### src/rtl/if_fetch_queue.sv
// Instruction-fetch stage: issues imem requests at pc_in, pairs in-order responses
// with their PCs and buffers {pc, instr} for decode; a flush discards all fetches.
module if_fetch_queue #(
    parameter int XLEN    = 32,
    parameter int DEPTH   = 4,
    parameter int MAX_OUT = 2
) (
    input  logic                     clk,
    input  logic                     rst,
    input  logic [XLEN-1:0]          pc_in,
    output logic                     pc_enable,
    output logic                     imem_req,
    output logic [XLEN-1:0]          imem_addr,
    input  logic                     imem_gnt,
    input  logic                     imem_rvalid,
    input  logic [XLEN-1:0]          imem_rdata,
    input  logic                     flush,
    output logic                     id_valid,
    input  logic                     id_ready,
    output logic [XLEN-1:0]          id_instr,
    output logic [XLEN-1:0]          id_pc,
    output logic [$clog2(DEPTH):0]   occupancy
);

    localparam int AW = $clog2(DEPTH);
    localparam int CW = AW + 1;
    localparam int PW = (MAX_OUT > 1) ? $clog2(MAX_OUT) : 1;
    localparam logic [CW-1:0] MAX_OUT_C = CW'(MAX_OUT);
    localparam logic [CW:0]   DEPTH_C   = (CW+1)'(DEPTH);

    logic [XLEN-1:0] q_pc_q    [DEPTH];
    logic [XLEN-1:0] q_instr_q [DEPTH];
    logic [XLEN-1:0] pend_pc_q [MAX_OUT];
    logic [AW-1:0]   head_q, head_d, tail_q, tail_d;
    logic [PW-1:0]   pend_wr_q, pend_wr_d, pend_rd_q, pend_rd_d;
    logic [CW-1:0]   occ_q, occ_d, outst_q, outst_d, drop_q, drop_d;

    logic            accept, rsp, rsp_keep, pop;
    logic [CW:0]     committed;

    function automatic logic [PW-1:0] pinc(input logic [PW-1:0] p);
        return (p == PW'(MAX_OUT - 1)) ? '0 : p + PW'(1);
    endfunction

    // Every accepted request already owns a queue slot, so responses never overflow.
    assign committed = {1'b0, occ_q} + {1'b0, outst_q};
    assign imem_req  = rst & ~flush & (outst_q < MAX_OUT_C) & (committed < DEPTH_C);
    assign accept    = imem_req & imem_gnt;
    assign pc_enable = accept;
    assign imem_addr = pc_in;

    assign rsp       = imem_rvalid & (outst_q != '0);
    assign rsp_keep  = rsp & (drop_q == '0) & ~flush;

    assign id_valid  = (occ_q != '0) & ~flush;
    assign pop       = id_valid & id_ready;
    assign id_pc     = q_pc_q[head_q];
    assign id_instr  = q_instr_q[head_q];
    assign occupancy = occ_q;

    always_comb begin
        head_d    = head_q;
        tail_d    = tail_q;
        occ_d     = occ_q;
        pend_wr_d = pend_wr_q;
        pend_rd_d = pend_rd_q;
        outst_d   = outst_q;
        drop_d    = drop_q;
        if (flush) begin
            // Everything still in flight after this cycle gets discarded on arrival.
            head_d    = '0;
            tail_d    = '0;
            occ_d     = '0;
            pend_wr_d = '0;
            pend_rd_d = '0;
            outst_d   = outst_q - CW'(rsp);
            drop_d    = outst_q - CW'(rsp);
        end else begin
            outst_d = outst_q + CW'(accept) - CW'(rsp);
            if (rsp && (drop_q != '0))
                drop_d = drop_q - CW'(1);
            if (accept)
                pend_wr_d = pinc(pend_wr_q);
            if (rsp_keep) begin
                pend_rd_d = pinc(pend_rd_q);
                tail_d    = tail_q + AW'(1);
            end
            if (pop)
                head_d = head_q + AW'(1);
            occ_d = occ_q + CW'(rsp_keep) - CW'(pop);
        end
    end

    always_ff @(posedge clk or negedge rst) begin
        if (!rst) begin
            head_q    <= '0;
            tail_q    <= '0;
            occ_q     <= '0;
            pend_wr_q <= '0;
            pend_rd_q <= '0;
            outst_q   <= '0;
            drop_q    <= '0;
            for (int i = 0; i < DEPTH; i++) begin
                q_pc_q[i]    <= '0;
                q_instr_q[i] <= '0;
            end
            for (int i = 0; i < MAX_OUT; i++)
                pend_pc_q[i] <= '0;
        end else begin
            head_q    <= head_d;
            tail_q    <= tail_d;
            occ_q     <= occ_d;
            pend_wr_q <= pend_wr_d;
            pend_rd_q <= pend_rd_d;
            outst_q   <= outst_d;
            drop_q    <= drop_d;
            if (accept)
                pend_pc_q[pend_wr_q] <= pc_in;
            if (rsp_keep) begin
                q_pc_q[tail_q]    <= pend_pc_q[pend_rd_q];
                q_instr_q[tail_q] <= imem_rdata;
            end
        end
    end

endmodule

### config.mk
export PLATFORM = sky130hd
export DESIGN_NAME = if_fetch_queue
export DESIGN_NICKNAME = d
export VERILOG_FILES = /design/src/rtl/if_fetch_queue.sv
export SDC_FILE = /design/constraint.sdc
export NUM_CORES = 1
export LEC_CHECK = 0
export CORE_MARGIN = 2
export CORE_UTILIZATION = 58
export CTS_BUF_LIST = sky130_fd_sc_hd__clkbuf_4
export DETAILED_ROUTE_END_ITERATION = 7
export PLACE_DENSITY = 0.85
export REMOVE_ABC_BUFFERS = 1
export SLEW_MARGIN = 10
export SYNTH_ARGS = -nofsm -noshare
export SYNTH_HDL_FRONTEND = slang
export SYNTH_SLANG_ARGS = --single-unit
export TNS_END_PERCENT = 30
### constraint.sdc
create_clock -name clk -period 3.6 [get_ports clk]
set_input_delay 0.36 -clock clk [delete_from_list [all_inputs] [get_ports clk]]
set_output_delay 0.36 -clock clk [all_outputs]
set_load 0.02 [all_outputs]
==> summary.md <==
| Metric | Value |
|---|---|
| Top-area cell type share of the netlist area | `0.568` |
| Pin count of the biggest net entering global routing | `175` |
| DP HPWL | `18.4 mm` |
| Clock Skew | `29.6 ps` |
| Min-Delay Path Class | `input port to async pin` |
| Setup violators final | `0` |
| TritonRoute pass-1 iters | `5` |
| Sequential element share of the synthesized area | `0.568` |
| Post-Syn Area per Cell | `13.8 um2` |
| Crit path max fanout | `28` |
| Worst slew margin | `0.265` |
| CTS max path bufs | `3` |
| Final wirelength | `29.6 mm` |
| Area Overhead vs Synth | `18.6%` |
| Yosys warns | `0` |
| H-tree depth | `3` |
| Hold Vio Cnt, Final | `0` |
| Die X | `164 um` |
| Die area | `26800 um2` |
| Ys flop type | `dfrtp_1` |
| Critical path arrival | `2840 ps` |
| Final nets | `roughly 1300` |
| Critical path launch point type | `flop` |
| Status | `finished, final reports clean` |
| Worst-margin pin slew | `1100 ps` |
| WS Path Type | `flop to output pin` |
| Min Tclk post-route | `3200 ps` |
| CTS Sinks | `335` |
| Syn Std Cell Area | `around 15000 um2` |
| Post-Syn Instances | `1072` |
| Initial antenna violation count | `1` |
| Crit path required time | `3240 ps` |
| RSZ-0062 raised after global routing | `false` |
| Worst setup EP type | `output pin` |
| Fmax | `312 MHz` |
| Final period util | `0.889` |
| Remaining global-route overflow | `0` |
| Distinct cells, synth | `36` |
| Port Buffer Count | `171` |
| DRT iter0 DRCs | `534` |
| Via count of the first global-routing pass | `between 10000 and 15000` |
| Die Height | `164 um` |
| First-pass GRT wire length | `just under 50 mm` |
| Cell Rows | `58` |
| Asr flop ratio synth | `1.00` |
| Final hold slack | `156 ps` |
| Initial Utilization | `0.588` |
| Vias/cell | `5.61` |
| WL/cell | `between 15 and 20 um` |
| Total GRT Usage | `0.231` |
| Synth top area cells | `dfrtp_1 (57%), mux2_2 (15%), mux4_2 (9.8%), a21oi_1 (4.5%), nor2_1 (3.5%)` |
| Number of synthesized register bits | `335` |
| Power Density | `723 nW/um2` |
| Vias | `9124` |
| Max-cap viol count | `0` |
| CTS tree | `built` |
| Cell Chain, Critical Path | `buf_12, mux4_2, clkdlybuf4s50_1` |
| Final Max Slew Viols | `0` |
| CP max stage delay | `710 ps` |
| Residual DRC | `0` |
| CTS Root Cell | `clkbuf_4` |
| IO Pins | `172` |
| EDFF count, synth | `0` |
| Global placement routability congestion | `0.766` |
| Share of layout cells above drive strength 1 | `0.315` |
| Worst-path clk slew | `60 ps` |
| Slowest cell on the critical path | `dfrtp_4` |
| Leading area contributor after synthesis | `dfrtp_1` |
| Max VDD drop | `452 uV` |
| Finished Layout Cells | `1627` |
| Core region area | `25100 um2` |
| Inst Count DP | `1487` |
| Routed Antenna Nets | `0` |
| CTS Buf Count | `a little under 90` |
| Worst-Skew Late Latency | `670 ps` |
| P_leak | `7.98 nW` |
-- state kept, by name (all words and copies together), names as in the netlist --
name	count
q_pc_q	128
pend_rd_q	1
q_instr_q	128
occupancy	3
pend_wr_q	1
tail_q	2
outst_q	3
head_q	2
pend_pc_q	64
drop_q	3
-- path summary, 6_finish.rpt --
path / startpoint / to / slack (ps) / cells past startpoint
max in group asynchronous: rst / q_instr_q[38] / 2160 / 3
min in group clk: pc_in[13] / pend_pc_q[13] / 360 / 2
worst max-delay path: head_q[0] / id_instr[3] / 400 / 3
worst max register to register: outst_q[2] / outst_q[1] / 880 / 7
worst min-delay path: rst / pend_pc_q[37] / 160 / 2
worst min register to register: pend_pc_q[34] / pend_pc_q[34] / 490 / 1
-- stage by stage --
stage	utilization	setup slack, ps	power [mW]	setup TNS (ps)	cell area [um2]
2_1_floorplan	-	-480	7.92	-97770	14100
3_3_place_gp	0.658	722	9.59	0	16500
3_5_place_dp	0.658	657	9.78	0	16500
4_1_cts	0.698	300	12.8	0	17500
5_1_grt	0.698	181	13.4	0	17500
6_report	0.698	399	12.7	0	17500
-- repair_timing --
| item | CTS | global route |
|---|---|---|
| hold buffers | 1 | 0 |
| endpoints found under the setup margin | 0 | 0 |
| setup buffers | 0 | 0 |
| hold endpoints to repair | 35 | 0 |
| resized for setup | 0 | 0 |
-- synth_stat cells (all sizes together) (2+ instances only) --
master / count
a21oi: 133
buf: 84
clkbuf: 19
dfrtp: 335
fa: 2
ha: 15
inv: 16
mux2: 193
mux2i: 33
mux4: 64
nand2: 5
nand2b: 2
nand3: 2
nor2: 137
nor2b: 3
nor3: 6
nor4: 2
nor4b: 3
xnor2: 5
xor2: 3
-- cell usage in the layout (no fill, tap or decap), types with 2 or more instances in the layout --
cell and instances:
clkbuf_4 117, nor2b_1 3, nand2_1 4, dfrtp_4 2, clkinv_1 15, a21oi_1 133, nor3_1 6, inv_1 16
nand2b_1 2, nand3_1 2, nor4_4 2, mux2i_1 33, fa_1 2, xnor2_1 5, xor2_1 3, nor4b_4 2
clkdlybuf4s50_1 170, dfrtp_1 332, clkinv_2 4, mux4_2 64, mux2_2 192, buf_4 9, nor2_1 137, buf_12 8
ha_1 15
-- routing by layer --
layer | GRT usage | vias to the layer above | part of all wire
met5 | 0 | - | 0
met4 | 0.0845 | 0 | 0.019
met3 | 0.0498 | 45 | 0.052
met2 | 0.382 | 268 | 0.50
met1 | 0.306 | 4641 | 0.43
li1 | - | 4170 | -
-- logic make-up (layout without fill, tap and decap cells) --
group / count (synthesis) / count (layout) / synth area share
AOI/OAI and AO/OA: 137 / 137 / 0.0479
xor gates and xnor gates: 8 / 8 / 0.00474
adders and majority gates: 17 / 17 / 0.0154
buffers and inverters: 119 / 343 / 0.0462
DFF: 335 / 335 / 0.568
muxes: 290 / 290 / 0.267
other: 0 / 1 / 0
and+or+nand+nor: 166 / 166 / 0.0512
-- final cells by class --
| class | count | area (um2) |
|---|---|---|
| sequential | 335 | 8390 |
| multi-input combinational | 618 | 5710 |
| antenna | 1 | 2.50 |
| fill | 1735 | 7590 |
| tap | 330 | 413 |
| clock buffer | 117 | 878 |
| clock inverter | 21 | 110 |
| timing repair buffer | 189 | 1950 |
| inverter | 16 | 60.1 |
-- critical path: cells and delay by family, from the launching register on --
family / cells / cell delay, ps
mux: 1 / 550
flops: 1 / 710
buf+inv: 2 / 900
-- report_power, final --
group	internal (mW)	switching [mW]
Sequential	4.64	0.582
Combinational	2.36	2.10
Clock	1.56	1.43
Total	8.56	4.11
Note: power is estimated with default switching activity, not from simulation.
